===== src/rtl/gpu_result_collector.sv =====
// Deserializes the core array's serial result stream into words and
// buffers them in a small FIFO drained through a valid/ready handshake.
//
// Ports:
//   clk, rst         GPU clock; synchronous active-high reset
//   valid_bit        qualifies output_bit this cycle
//   output_bit       serial result bit, MSB of each word first
//   flush            drops the partial word and empties the FIFO
//   clear_overflow   clears the sticky overflow flag
//   word_data        head-of-FIFO word (combinational from the head entry)
//   word_valid       FIFO non-empty
//   word_ready       consumer takes the head word when word_valid is high
//   level            number of buffered words, 0..DEPTH
//   overflow         sticky; a completed word was dropped
module gpu_result_collector #(
    parameter int BIT_WIDTH = 8,
    parameter int DEPTH     = 4
) (
    input  logic                     clk,
    input  logic                     rst,
    input  logic                     valid_bit,
    input  logic                     output_bit,
    input  logic                     flush,
    input  logic                     clear_overflow,
    output logic [BIT_WIDTH-1:0]     word_data,
    output logic                     word_valid,
    input  logic                     word_ready,
    output logic [$clog2(DEPTH):0]   level,
    output logic                     overflow
);

    localparam int PW = $clog2(DEPTH);
    localparam int LW = PW + 1;
    localparam int CW = (BIT_WIDTH > 1) ? $clog2(BIT_WIDTH) : 1;

    logic [BIT_WIDTH-1:0] mem [DEPTH];
    logic [BIT_WIDTH-1:0] sr;
    logic [BIT_WIDTH-1:0] word_next;
    logic [CW-1:0]        bcnt;
    logic [PW-1:0]        wptr;
    logic [PW-1:0]        rptr;

    logic bit_ok;
    logic word_done;
    logic full;
    logic pop;
    logic push;
    logic drop;

    assign word_next  = {sr[BIT_WIDTH-2:0], output_bit};
    assign word_valid = (level != '0);
    assign word_data  = mem[rptr];
    assign full       = (level == LW'(DEPTH));

    // Flush masks both the incoming bit and the consumer's pop.
    assign bit_ok    = valid_bit && !flush;
    assign word_done = bit_ok && (bcnt == CW'(BIT_WIDTH - 1));
    assign pop       = word_valid && word_ready && !flush;
    // A pop in the same cycle frees the slot, so a full FIFO still accepts.
    assign push      = word_done && (!full || pop);
    assign drop      = word_done && full && !pop;

    always_ff @(posedge clk) begin
        if (rst) begin
            sr       <= '0;
            bcnt     <= '0;
            wptr     <= '0;
            rptr     <= '0;
            level    <= '0;
            overflow <= 1'b0;
            for (int i = 0; i < DEPTH; i++) begin
                mem[i] <= '0;
            end
        end else begin
            // Set wins over clear; flush leaves the flag alone.
            if (drop) begin
                overflow <= 1'b1;
            end else if (clear_overflow) begin
                overflow <= 1'b0;
            end

            if (flush) begin
                sr    <= '0;
                bcnt  <= '0;
                wptr  <= '0;
                rptr  <= '0;
                level <= '0;
            end else begin
                if (bit_ok) begin
                    sr   <= word_next;
                    bcnt <= word_done ? '0 : bcnt + CW'(1);
                end
                if (push) begin
                    mem[wptr] <= word_next;
                    wptr      <= wptr + PW'(1);
                end
                if (pop) begin
                    rptr <= rptr + PW'(1);
                end
                if (push && !pop) begin
                    level <= level + LW'(1);
                end else if (pop && !push) begin
                    level <= level - LW'(1);
                end
            end
        end
    end

endmodule


===== config.mk =====
export PLATFORM = sky130hd
export DESIGN_NAME = gpu_result_collector
export DESIGN_NICKNAME = d
export VERILOG_FILES = /design/src/rtl/gpu_result_collector.sv
export SDC_FILE = /design/constraint.sdc
export NUM_CORES = 1
export LEC_CHECK = 0
export CAP_MARGIN = 0
export CORE_ASPECT_RATIO = 0.75
export CORE_MARGIN = 3
export CORE_UTILIZATION = 55
export DETAILED_ROUTE_END_ITERATION = 16
export PLACE_DENSITY = 0.81
export SKIP_LAST_GASP = 1
export SLEW_MARGIN = 20
export SYNTH_ARGS = -nofsm -noshare
export SYNTH_HDL_FRONTEND = slang
export SYNTH_SLANG_ARGS = --single-unit

===== constraint.sdc =====
create_clock -name clk -period 3.5 [get_ports clk]
set_clock_uncertainty 0.2 [all_clocks]
set_input_delay 0.875 -clock clk [delete_from_list [all_inputs] [get_ports clk]]
set_output_delay 0.875 -clock clk [all_outputs]
set_load 0.01 [all_outputs]

[After elaboration in Yosys (flattened, before gate mapping)]
Memories as Yosys holds them, arrays and structs flattened. A register that Yosys moved wholly into a read port is not among the register bits.
Cells that the tools add are included.
W data, S select, Z words.
Word-level totals
  flip-flop bits (word level): 18
  latch bits: 0
  bits in writable memories: 32
  ROM bits: 0
  input bits: 7
  output and inout port bits: 13
  logic and storage cells: 49
  memories: 1
Memories
  mem: depth 4, bits a word 8, read ports 1, clocked after memory_dff 1, wr ports 4, line 36  | logic [BIT_WIDTH-1:0] mem [DEPTH];
Cells by class
  add/sub/neg operators: 5
  $mul: 0
  div/mod/pow operators: 0
  $lt $le $gt $ge: 0
  equal/unequal tests: 2
  shifts and indexed selects: 0
  multiplexer cells: 16
  bitwise gates (word level): 0
  reduce and logical (&&, ||, !) cells: 19
Operators with widths (number)
  $logic_and A1 B1 Y1: 9
  $mux W1: 9
  $mux W3: 3
  $mux W8: 1
  $reduce_or A8 Y1: 1
  $add A3 B1 Y3 const B: 2
  $eq A3 B3 Y1 const B: 2
  $mux W2: 3
  $add A2 B1 Y2 const B: 2
  $logic_not A1 Y1: 4
  $reduce_bool A2 Y1: 2
  $reduce_bool A3 Y1: 1
  $sub A3 B1 Y3 const B: 1
  $reduce_or A2 Y1: 1
  $logic_or A1 B1 Y1: 1

[Depth between registers and ports, before layout]
  depth in word-level cells: 11
  gate-level depth with buffers: 11
  gate-level depth less buffers: 11

[Least setup slack after synthesis]
No wires, ideal clock.
  kind: in2reg
  start: input port flush
  end: register level[2]
  setup time: 70 ps
  data arrival time: 2440 ps
  required time: 3230 ps
  slack: 790 ps
  stages on the path: 9
  path buffers: 0
  cell sequence: and3b_1 -> nand2_4 -> inv_2 -> ha_1 -> inv_1 -> fa_1 -> xor2_1 -> or3_1 -> a21oi_1
Between the ends
  word-level cells in the longest chain between the ends: 7
  elaborated cells on any way between the ends: 13
  classes of those cells: mux: 1; reduce/logical: 12
RTL lines
  from (decl): line 23  | input logic flush,
  $logic_not A1 Y1: line 56, 58
  $logic_and A1 B1 Y1 (on tied branches): line 56, 58
  $logic_and A1 B1 Y1 / $logic_or A1 B1 Y1 (equally long branches): line 57, 60
  $logic_and A1 B1 Y1: line 60  | assign push = word_done && (!full || pop);
  $logic_not A1 Y1: line 102  | end else if (pop && !push) begin
  $logic_and A1 B1 Y1: line 102
  $reduce_bool A2 Y1 (no line)
  to (signal assigned): line 101  | level <= level + LW'(1);
  to (signal assigned): line 103  | level <= level - LW'(1);
  to (decl): line 28  | output logic [$clog2(DEPTH):0] level,
Parallel ways exist; a longest one is shown, timed or not.
A chain may end at the register's enable or synchronous reset.

==> reports/qor.csv <==
metric,value,unit
status,"complete, no violations",
Netlist cell types,37,
combinational power share,0.046,
Synth Area per Inst,12.6,sq um
GRT Overall Usage,0.202,
synthesized area,0.00228,sq mm
"Hold Vio Cnt, Final",0,
Remaining DRCs,0,
# clock sinks,52,
Startpoint Class,flop,
cts bufs inserted,5,
Die W,80.3,microns
WP depth,2,
setup bufs post-CTS,0,
io pins,20,
largest net degree at the start of global routing,19,
CP endpoint kind,output port,
CTS H-Tree Depth,2,
worst-case reg-to-reg path depth,11,
max_cap viols,0,
Max stage delay on crit path,0.67,ns
endpoints failing setup,0,
clk slew on worst S/H paths,0.08,ns
Final Core Density,0.681,
CP max FO,8,
post-cts sizing count,0,
ANT nets after route,0,
YS warnings,0,
"flops & latches, synth",52,
Worst Tran Pin Value,0.551,ns
relative slew slack,0.632,
fin crit share,0.899,
total iterations of the first detailed-routing run,4,
vias in the first global route,1455,
dpl hpwl,3090,microns
Final Power,0.00107,W
DRT iter0 DRCs,117,
nets@finish,212,
crit-path cells,mux4_2 -> clkdlybuf4s50_1,
Via-to-Cell Ratio,5.70,
final wirelength,4240,microns
CP bufs+invs,1,
Port Buffer Count,19,
GPL Wtd Cong,0.788,
PwrDens,409,mW/mm^2
first-pass GRT wire length,7230,microns
Seq pwr share,0.627,
via count,1449,
switching share of power,0.204,
hold path cells,2,
core area,0.00383,sq mm
Internal,0.000848,W
Hold Path Class,reg2reg,
clock power share,0.326,
number of diodes,0,
Synth area leaders,"edfxtp_1 (42%), dfxtp_1 (18%), mux4_2 (7.9%)",
layout cells sized above 1,0.134,
initial antenna violation count,0,
Fmax,318,MHz
TritonCTS clock tree,built,
post-synth top area share,0.422,
WP data required,2.42,ns
Sum Neg Setup Slack,0,ns
Area Overhead vs Synth,14.5,%
P_sw,0.000218,W
Crit-path slowest cell,dfxtp_1,
die height,61.7,microns
RSZ-0062 raised after global routing,no,
Worst EP arrival,2.07,ns
"Hold-fix buffers, CTS",0,
syn_nets,192,
Max Root-Sink Buffers,2,
peak supply drop,0.270,mV
Final Max Tran Viols,0,
Avg WL per Cell,16.7,microns
critical path class,reg2out,
sequential area share after synthesis,0.598,
Post-synth EDFFs,32,
worst skew pair latency,0.31,ns
min cycle time layout,3.15,ns
"area leader, netlist",edfxtp_1,
Static Leak,0.881,nW
Mapped Cells,181,
site row count,19,
top_reg_cell synth,edfxtp_1,
Synth async-reset ratio,0,
Overflow after GRT,0,
CP top delay family,flip-flops,
Starting Density,0.595,
root buffer cell,clkbuf_8,
Die ar.,0.00495,sq mm
## layout make-up
type                       instances  area [sq um]
clock buffer                       7          86.3
clock inverter                     1          7.51
fill                             286          1220
inverter                           3          11.3
multi-input combinational        117           862
sequential                        52          1360
tap                               52          65.1
timing repair buffer              22           213
## cells by family (layout without fill, tap and decap cells)
logic type | count (synthesis) | count (layout) | synth area share
fa+ha+maj | 4 | 4 | 0.0253
buf+inv | 12 | 33 | 0.0231
simple gates | 80 | 80 | 0.189
flops | 52 | 52 | 0.598
xor+xnor | 4 | 4 | 0.0154
compound gates | 12 | 12 | 0.0308
mux | 17 | 17 | 0.119
## worst register-to-register path, stage by stage (launching register included)
cell and delay, ns:
dfxtp_1 0.36, ha_1 0.16, ha_1 0.22, and3b_1 0.31
nand2_4 0.07, inv_2 0.06, ha_1 0.17, inv_1 0.06
fa_1 0.37, xor2_1 0.16, or3_1 0.30, a21oi_1 0.13
## metal layers
| layer | vias to the layer above | track usage | wire length, microns |
|---|---|---|---|
| met1 | 712 | 0.256 | 1850 |
| li1 | 685 | - | - |
| met4 | 0 | 0.0771 | 91 |
| met3 | 12 | 0.0634 | 230 |
| met5 | - | 0 | 0 |
| met2 | 40 | 0.336 | 2070 |
## worst paths after layout
path                start           end  slack [ns]
setup / recovery     flop  word_data[4]        0.35
hold / removal    bcnt[2]       bcnt[2]        0.27
setup reg to reg  bcnt[0]      level[2]        0.87
hold reg to reg   bcnt[2]       bcnt[2]        0.27
## through the flow
stage | instance area [sq um] | cells | hold WS (ns) | setup slack, ns
final | 2610 | 254 | 0.270 | 0.355
after global routing | 2610 | 254 | 0.317 | 0.241
after CTS | 2610 | 254 | 0.272 | 0.325
after detailed placement | 2510 | 246 | 0.260 | 0.195
after global placement | 2510 | 246 | 0.243 | 0.303
after floorplan | 2280 | 181 | 0.236 | 0.790
## cells in the final DEF, fill, tap and decap left out, drive strengths merged, types with 4 or more instances in the layout
cell,netlist,layout
nand2,4,4
mux4,8,8
xor2,4,4
a21oi,6,6
or3,4,4
nor2,43,43
edfxtp,32,32
nand2b,11,11
mux2i,9,9
dfxtp,20,20
clkbuf,3,7
clkdlybuf4s50,0,19
## sequential cells by signal, summed over array words and instances, names as in the netlist, named ones only
register / flops
sr: 7
bcnt: 3
wptr: 2
level: 3
overflow: 1
mem: 32
rptr: 2
## power groups by stage
stage          clock [W]  sequential [W]  combinational (W)
5_1_grt         0.000380        0.000670          0.0000535
2_1_floorplan          0        0.000680          0.0000280
3_3_place_gp           0        0.000681          0.0000473
4_1_cts         0.000350        0.000668          0.0000498
6_report        0.000348        0.000668          0.0000493
3_5_place_dp           0        0.000683          0.0000496
## Yosys cell counts (all sizes together) (4+ instances only)
cell / instances
edfxtp: 32
mux4: 8
xor2: 4
a21oi: 6
nand2b: 11
mux2i: 9
buf: 6
nand2: 4
dfxtp: 20
nor2: 43
or3: 4
Note: power is estimated with default switching activity, not from simulation.
